$ cat src/rtl/chi_stage.sv
// -----------------------------------------------------------------------------
// chi_stage
//
// Row-wise nonlinear mixing stage of the permutation round. Walks the 64
// slices of the 5x5x64 state (64 lines of 25 bits), applies the chi
// substitution inside every 5-bit row of each line, and writes the result
// back to the same address. A one-cycle `done` pulse hands the state memory
// on to the add-round-constant stage.
//
// Ports
//   clk           in   1  rising-edge clock
//   rst           in   1  synchronous active-high reset
//   chi_en        in   1  start request, sampled only in IDLE
//   line_in       in  25  state line at address cnt_value (combinational read)
//   cnt_value     out  6  read address / slice index
//   write_enable  out  1  state memory write strobe
//   write_addr    out  6  state memory write address
//   write_value   out 25  chi result to store
//   done          out  1  one-cycle pulse at the end of a pass
//
// Build option
//   CHI_OUT_REG_EN  when defined, the write port (enable/address/value) is
//                   driven from a register stage, which breaks the
//                   memory-read -> chi -> memory-write path. This adds a
//                   FLUSH state and one cycle of latency.
// -----------------------------------------------------------------------------
module chi_stage (
    input  logic        clk,
    input  logic        rst,
    input  logic        chi_en,
    input  logic [24:0] line_in,
    output logic [5:0]  cnt_value,
    output logic        write_enable,
    output logic [5:0]  write_addr,
    output logic [24:0] write_value,
    output logic        done
);

    typedef enum logic [1:0] {
        S_IDLE  = 2'd0,
        S_RUN   = 2'd1,
        S_DONE  = 2'd2
`ifdef CHI_OUT_REG_EN
        ,
        S_FLUSH = 2'd3
`endif
    } state_t;

    localparam logic [5:0] LAST_SLICE = 6'd63;

    // -------------------------------------------------------------------------
    // Chi on one 25-bit line. Bit 5*y+x is column x of row y; the neighbour
    // indices wrap inside the row, so rows never interact.
    // -------------------------------------------------------------------------
    function automatic logic [24:0] chi_line(input logic [24:0] a);
        logic [24:0] b;
        b = '0;
        for (int y = 0; y < 5; y++) begin
            for (int x = 0; x < 5; x++) begin
                b[5*y + x] = a[5*y + x]
                           ^ (~a[5*y + ((x + 1) % 5)] & a[5*y + ((x + 2) % 5)]);
            end
        end
        return b;
    endfunction

    state_t      r_state;
    logic [5:0]  r_cnt;
    logic        r_done;

    logic        w_run;
    logic        w_last;
    logic [24:0] w_chi;

    assign w_run  = (r_state == S_RUN);
    assign w_last = (r_cnt == LAST_SLICE);
    assign w_chi  = chi_line(line_in);

    // -------------------------------------------------------------------------
    // Control FSM: slice counter and registered done pulse.
    // The counter is 6 bits wide, so the increment after slice 63 wraps it
    // back to 0 on its own, leaving IDLE with address 0 on the read port.
    // -------------------------------------------------------------------------
    // NOTE: state registers use non-blocking assignments so every flop samples
    // the pre-edge values and simulation matches the synthesized hardware.
    always_ff @(posedge clk) begin
        if (rst) begin
            r_state <= S_IDLE;
            r_cnt   <= 6'd0;
            r_done  <= 1'b0;
        end else begin
            r_done <= 1'b0;
            case (r_state)
                S_IDLE: begin
                    if (chi_en) begin
                        r_state <= S_RUN;
                    end
                end

                S_RUN: begin
                    r_cnt <= r_cnt + 6'd1;
                    if (w_last) begin
`ifdef CHI_OUT_REG_EN
                        // Last registered write is still in flight.
                        r_state <= S_FLUSH;
`else
                        r_state <= S_DONE;
                        r_done  <= 1'b1;
`endif
                    end
                end

`ifdef CHI_OUT_REG_EN
                S_FLUSH: begin
                    r_state <= S_DONE;
                    r_done  <= 1'b1;
                end
`endif

                S_DONE: begin
                    // chi_en is deliberately not looked at here, so a held
                    // request restarts only after one IDLE cycle.
                    r_state <= S_IDLE;
                end

                default: begin
                    r_state <= S_IDLE;
                end
            endcase
        end
    end

    assign cnt_value = r_cnt;
    assign done      = r_done;

    // -------------------------------------------------------------------------
    // Write port
    // -------------------------------------------------------------------------
`ifdef CHI_OUT_REG_EN
    logic        r_we;
    logic [5:0]  r_waddr;
    logic [24:0] r_wval;

    // NOTE: the data registers are reset too, because write_addr and
    // write_value have defined post-reset values; clearing r_we on reset also
    // drops a write captured from the aborted pass.
    always_ff @(posedge clk) begin
        if (rst) begin
            r_we    <= 1'b0;
            r_waddr <= 6'd0;
            r_wval  <= 25'd0;
        end else begin
            r_we    <= w_run;
            r_waddr <= r_cnt;
            r_wval  <= w_run ? w_chi : 25'd0;
        end
    end

    assign write_enable = r_we;
    assign write_addr   = r_waddr;
    assign write_value  = r_wval;
`else
    // Combinational write: the slice read this cycle is written this cycle.
    // Value is forced to 0 outside RUN so the port is quiet while idle.
    assign write_enable = w_run;
    assign write_addr   = r_cnt;
    assign write_value  = w_run ? w_chi : 25'd0;
`endif

endmodule

$ cat config.mk
export PLATFORM = sky130hd
export DESIGN_NAME = chi_stage
export DESIGN_NICKNAME = d
export VERILOG_FILES = /design/src/rtl/chi_stage.sv
export SDC_FILE = /design/constraint.sdc
export NUM_CORES = 1
export LEC_CHECK = 0
export BUFFER_PORTS_ARGS = -buffer_cell sky130_fd_sc_hd__buf_2
export CORE_AREA = 3 3 52 54
export CTS_BUF_LIST = sky130_fd_sc_hd__clkbuf_8 sky130_fd_sc_hd__clkbuf_16
export DETAILED_ROUTE_END_ITERATION = 10
export DIE_AREA = 0 0 55 57
export PLACE_DENSITY = 0.76
export REMOVE_ABC_BUFFERS = 1
export SLEW_MARGIN = 25
export SYNTH_ARGS = -nofsm -noshare
export SYNTH_HDL_FRONTEND = slang
export SYNTH_SLANG_ARGS = --single-unit
$ cat constraint.sdc
create_clock -name clk -period 1.6 [get_ports clk]
set_input_delay 0.08 -clock clk [delete_from_list [all_inputs] [get_ports clk]]
set_output_delay 0.08 -clock clk [all_outputs]
set_load 0.005 [all_outputs]
# == Word level (Yosys, flattened, before mapping) ==
# Cells that the tools add are included.
# totals
register_bits,9
output_inout_bits,39
inputBits,28
# classes
addsub,1
muxes,5
n_reduce_logical,3
bitwise_logic,76
eq_ne,4
# op_table
op,n
inverter 1 bit,26
AND 1 bit,25
two-way mux 25 bit,1
XOR 1 bit,25
adder 6 x 1 -> 6 bit (second input constant),1
equality test 6 bit (second input constant),1
two-way mux 2 bit,2
one-hot mux 2 bit (2 select lines),1
equality test 2 x 1 -> 1 bit (second input constant),1
logical NOT 2 bit,1
inequality test 2 x 1 -> 1 bit (second input constant),1
inequality test 2 bit (second input constant),1
AND reduction 2 bit,1
OR reduction 2 bit,1
two-way mux 1 bit,1

# == Depth between registers and ports, before layout ==
# logic_depth
word_depth,4
ltp_mapped,4

# == Least setup slack after synthesis ==
# OpenSTA, ideal clock, no wires.
# synth_timing
kind,flip-flop to flip-flop
startpoint,reg r_cnt[0] (netlist: cnt_value[0])
endpoint,reg r_cnt[4] (netlist: cnt_value[4])
setup_time_ns,0.123
n_path_buf,0
arrival_time_ns,1.036
setup_slack_ns,0.441
period_less_slack_ns,1.159
path_stages_with_launch,4
t_required_ns,1.477
cell_sequence,dfxtp_1 -> ha_1 -> nand4_1 -> mux2_1
# synth_between
elab_chain_cells,1
# synth_rtl
element,line,source
"start, declared",68,logic [5:0] r_cnt;
"start signal, assigned",101,r_cnt <= r_cnt + 6'd1;
adder 6 x 1 -> 6 bit,101,
# Every way passes these cells.
# A chain may end at the register's enable or synchronous reset.

# == Final worst setup path ==
# layout_timing
startpoint,reg r_state[1]
endpoint,out write_value[7]
# layout_between
elab_chain_cells,2
# layout_rtl
element,line,source
"start, declared",67,state_t r_state;
"start signal, assigned",88,r_state <= S_IDLE;
"start signal, assigned",96,r_state <= S_RUN;
"start signal, assigned",107,r_state <= S_DONE;
equality test 2 x 1 -> 1 bit,75,assign w_run = (r_state == S_RUN);
two-way mux 25 bit,167,assign write_value = w_run ? w_chi : 25'd0;
"end, declared",35,"output logic [24:0] write_value,"
# Every way passes these cells.

==> flow_summary.json <==
{
  "dr.pass1.iters": 4,
  "start_kind": "flop",
  "async_flop_share": 0,
  "die_width_um": 55,
  "drive_above_1_share": 0.384,
  "dpl.hpwl_um": 1900,
  "cts_tree": "built",
  "vias_per_cell": 4.75,
  "io_pins": 67,
  "top_usage_layer": "met2",
  "cp_top_family": "buffers and inverters",
  "numPortBuffers": 66,
  "r2r_end": "cnt_value[4]",
  "worstSetupPathType": "reg -> out",
  "worst_pin_slew_ns": 0.254,
  "finalMaxSlewViolations": 0,
  "max_cap_violations": 0,
  "power_mw": 0.749,
  "rr_worst_depth": 3,
  "slew_headroom": 0.831,
  "min_from": "rst",
  "cts_resized": 0,
  "setup_tns_ns": 0,
  "avgSynthCellArea_sq_um": 7.30,
  "fin_ws_ns": 0.280,
  "rr_startpoint": "cnt_value[0]",
  "hold_viol": 0,
  "nets": 215,
  "core.rowCount": 17,
  "synth_flop_cell": "dfxtp_1",
  "seq_area_frac_synth": 0.199,
  "ant_nets": 0,
  "grt_usage": 0.145,
  "drcViolationCount": 0,
  "wl_per_cell_um": 10.5,
  "use_met3": 0.0261,
  "fin_crit_ns": 1.32,
  "wl_um": 2230,
  "arrival_ns": 1.24,
  "path_buf_inv": 2,
  "synth_area_sq_um": 905,
  "synth_edf_count": 0,
  "cts_buffers": 3,
  "power_density_nw_per_um2": 596,
  "holdPathStages": 2,
  "n_fill_cell": 221,
  "setup.worst_path.end_class": "output port",
  "grt_pass1_vias": 867,
  "hold_path.class": "in -> reg",
  "cts.reportedPaths.clkPinSlew_ns": 0.04,
  "htree_levels": 1,
  "max_stage_delay_ns": 0.33,
  "status": "finished, final reports clean",
  "cts_setup_buffers": 0,
  "whs_endpoint": "cnt_value[1]",
  "clkSinkCount": 9,
  "grt_start_max_net_pins": 29,
  "post-place-ws_ns": 0.368,
  "dieArea_sq_um": 3140,
  "clk_latency_ns": 0.23,
  "cp_slowest_cell": "dfxtp_1",
  "gp_congestion": 0.752,
  "syn_to_final_growth_pct": 39.0,
  "fin_crit_sh": 0.825,
  "max_clock_freq_mhz": 758,
  "met2_usage": 0.233,
  "p_leak_nw": 0.633,
  "vias": 1012,
  "ys_types": 20,
  "grt_pass1_wl_um": 3510,
  "r2r_slack_ns": 0.37,
  "rsz0062_at_grt": "false",
  "antenna_found_initial": 0,
  "cts-root-buf": "clkbuf_8",
  "cp.required_ns": 1.52,
  "path_max_fanout": 28,
  "core_region_area_sq_um": 2250,
  "setup_viol": 0,
  "final_util": 0.558,
  "timing.critical_path.cells": "nand2b_1 > buf_4 > nor2_1 > buf_2",
  "multiInputGateArea_sq_um": 654,
  "cts_buffer_depth": 2,
  "ctsHoldBuffers": 0,
  "die_h_um": 57,
  "synth_warnings": 0,
  "seq_area_sq_um": 180,
  "syn_inst": 124,
  "overflow": 0,
  "n_antenna_cell": 0,
  "ys_ff_latch": 9,
  "peakVddDrop_v": 0.000313,
  "grt_util_met1": 0.184,
  "fin_skew_ns": 0.000842,
  "drt_iter0_drc": 9,
  "initial_core_util": 0.401
}
-- how the worst max path moves through the flow --
stage / startpoint / endpoint / slack [ns] / depth (start not counted)
final: r_state[1] / write_value[7] / 0.28 / 4
after global routing: r_state[1] / write_value[22] / 0.18 / 4
after CTS: r_state[1] / write_value[7] / 0.27 / 4
after detailed placement: cnt_value[0] / cnt_value[4] / 0.37 / 3
after global placement: cnt_value[0] / cnt_value[4] / 0.41 / 3
after floorplan: r_state[1] / cnt_value[5] / -0.13 / 4
-- where the power goes --
| part | switching, mW | total (mW) | internal [mW] |
|---|---|---|---|
| sequential | 0.00902 | 0.241 | 0.232 |
| clock | 0.0854 | 0.252 | 0.167 |
| combinational | 0.122 | 0.257 | 0.134 |
-- state kept, by name, indices dropped and copies added, names as in the netlist --
name	count
cnt_value	6
r_state	2
done	1
-- kinds of logic after synthesis --
family / Yosys count / share of synthesized area
DFF: 9 / 0.199
buffers and inverters: 11 / 0.0774
AOI/OAI and AO/OA: 3 / 0.0207
xor gates and xnor gates: 27 / 0.261
muxes: 3 / 0.0373
adders and majority gates: 1 / 0.0138
and+or+nand+nor: 70 / 0.390
-- layout by cell type, fill, tap and decap left out, drive strengths merged, types with 2 or more instances in the layout --
cell,instances
xnor2,26
nand4,3
nor2b,28
nand2,2
dfxtp,9
nor3,2
mux2,3
clkbuf,3
nor2,31
buf,67
-- layout make-up --
| cell class | instances | share of cell area |
|---|---|---|
| inverters | 1 | 0.00398 |
| well taps | 28 | 0.0279 |
| repair buffers | 67 | 0.269 |
| multi-input cells | 104 | 0.520 |
| flip-flops and latches | 9 | 0.143 |
| clock buffers | 3 | 0.0328 |
| clock inverters | 1 | 0.00299 |
-- cells in the mapped netlist, drive strengths merged, types with 2 or more instances --
| library cell | n | share of area |
|---|---|---|
| dfxtp | 9 | 0.20 |
| nand2 | 2 | 0.0083 |
| buf | 10 | 0.072 |
| nor2 | 31 | 0.13 |
| xnor2 | 26 | 0.25 |
| nor3 | 2 | 0.011 |
| nor2b | 28 | 0.19 |
| nand4 | 3 | 0.021 |
| mux2 | 3 | 0.037 |
-- metrics by stage --
stage	area [sq um]	hold WS, ns	std cells
2_1_floorplan	840	0.149	114
3_3_place_gp	1210	0.390	209
3_5_place_dp	1210	0.415	209
4_1_cts	1260	0.170	213
5_1_grt	1260	0.184	213
6_report	1260	0.174	213
-- metal layers --
layer,part of all wire,vias to the layer above
met3,0.11,5
met4,0.014,0
met5,0,-
met1,0.43,444
met2,0.45,61
li1,-,502
No activity file was read; power rests on OpenSTA's default activity.
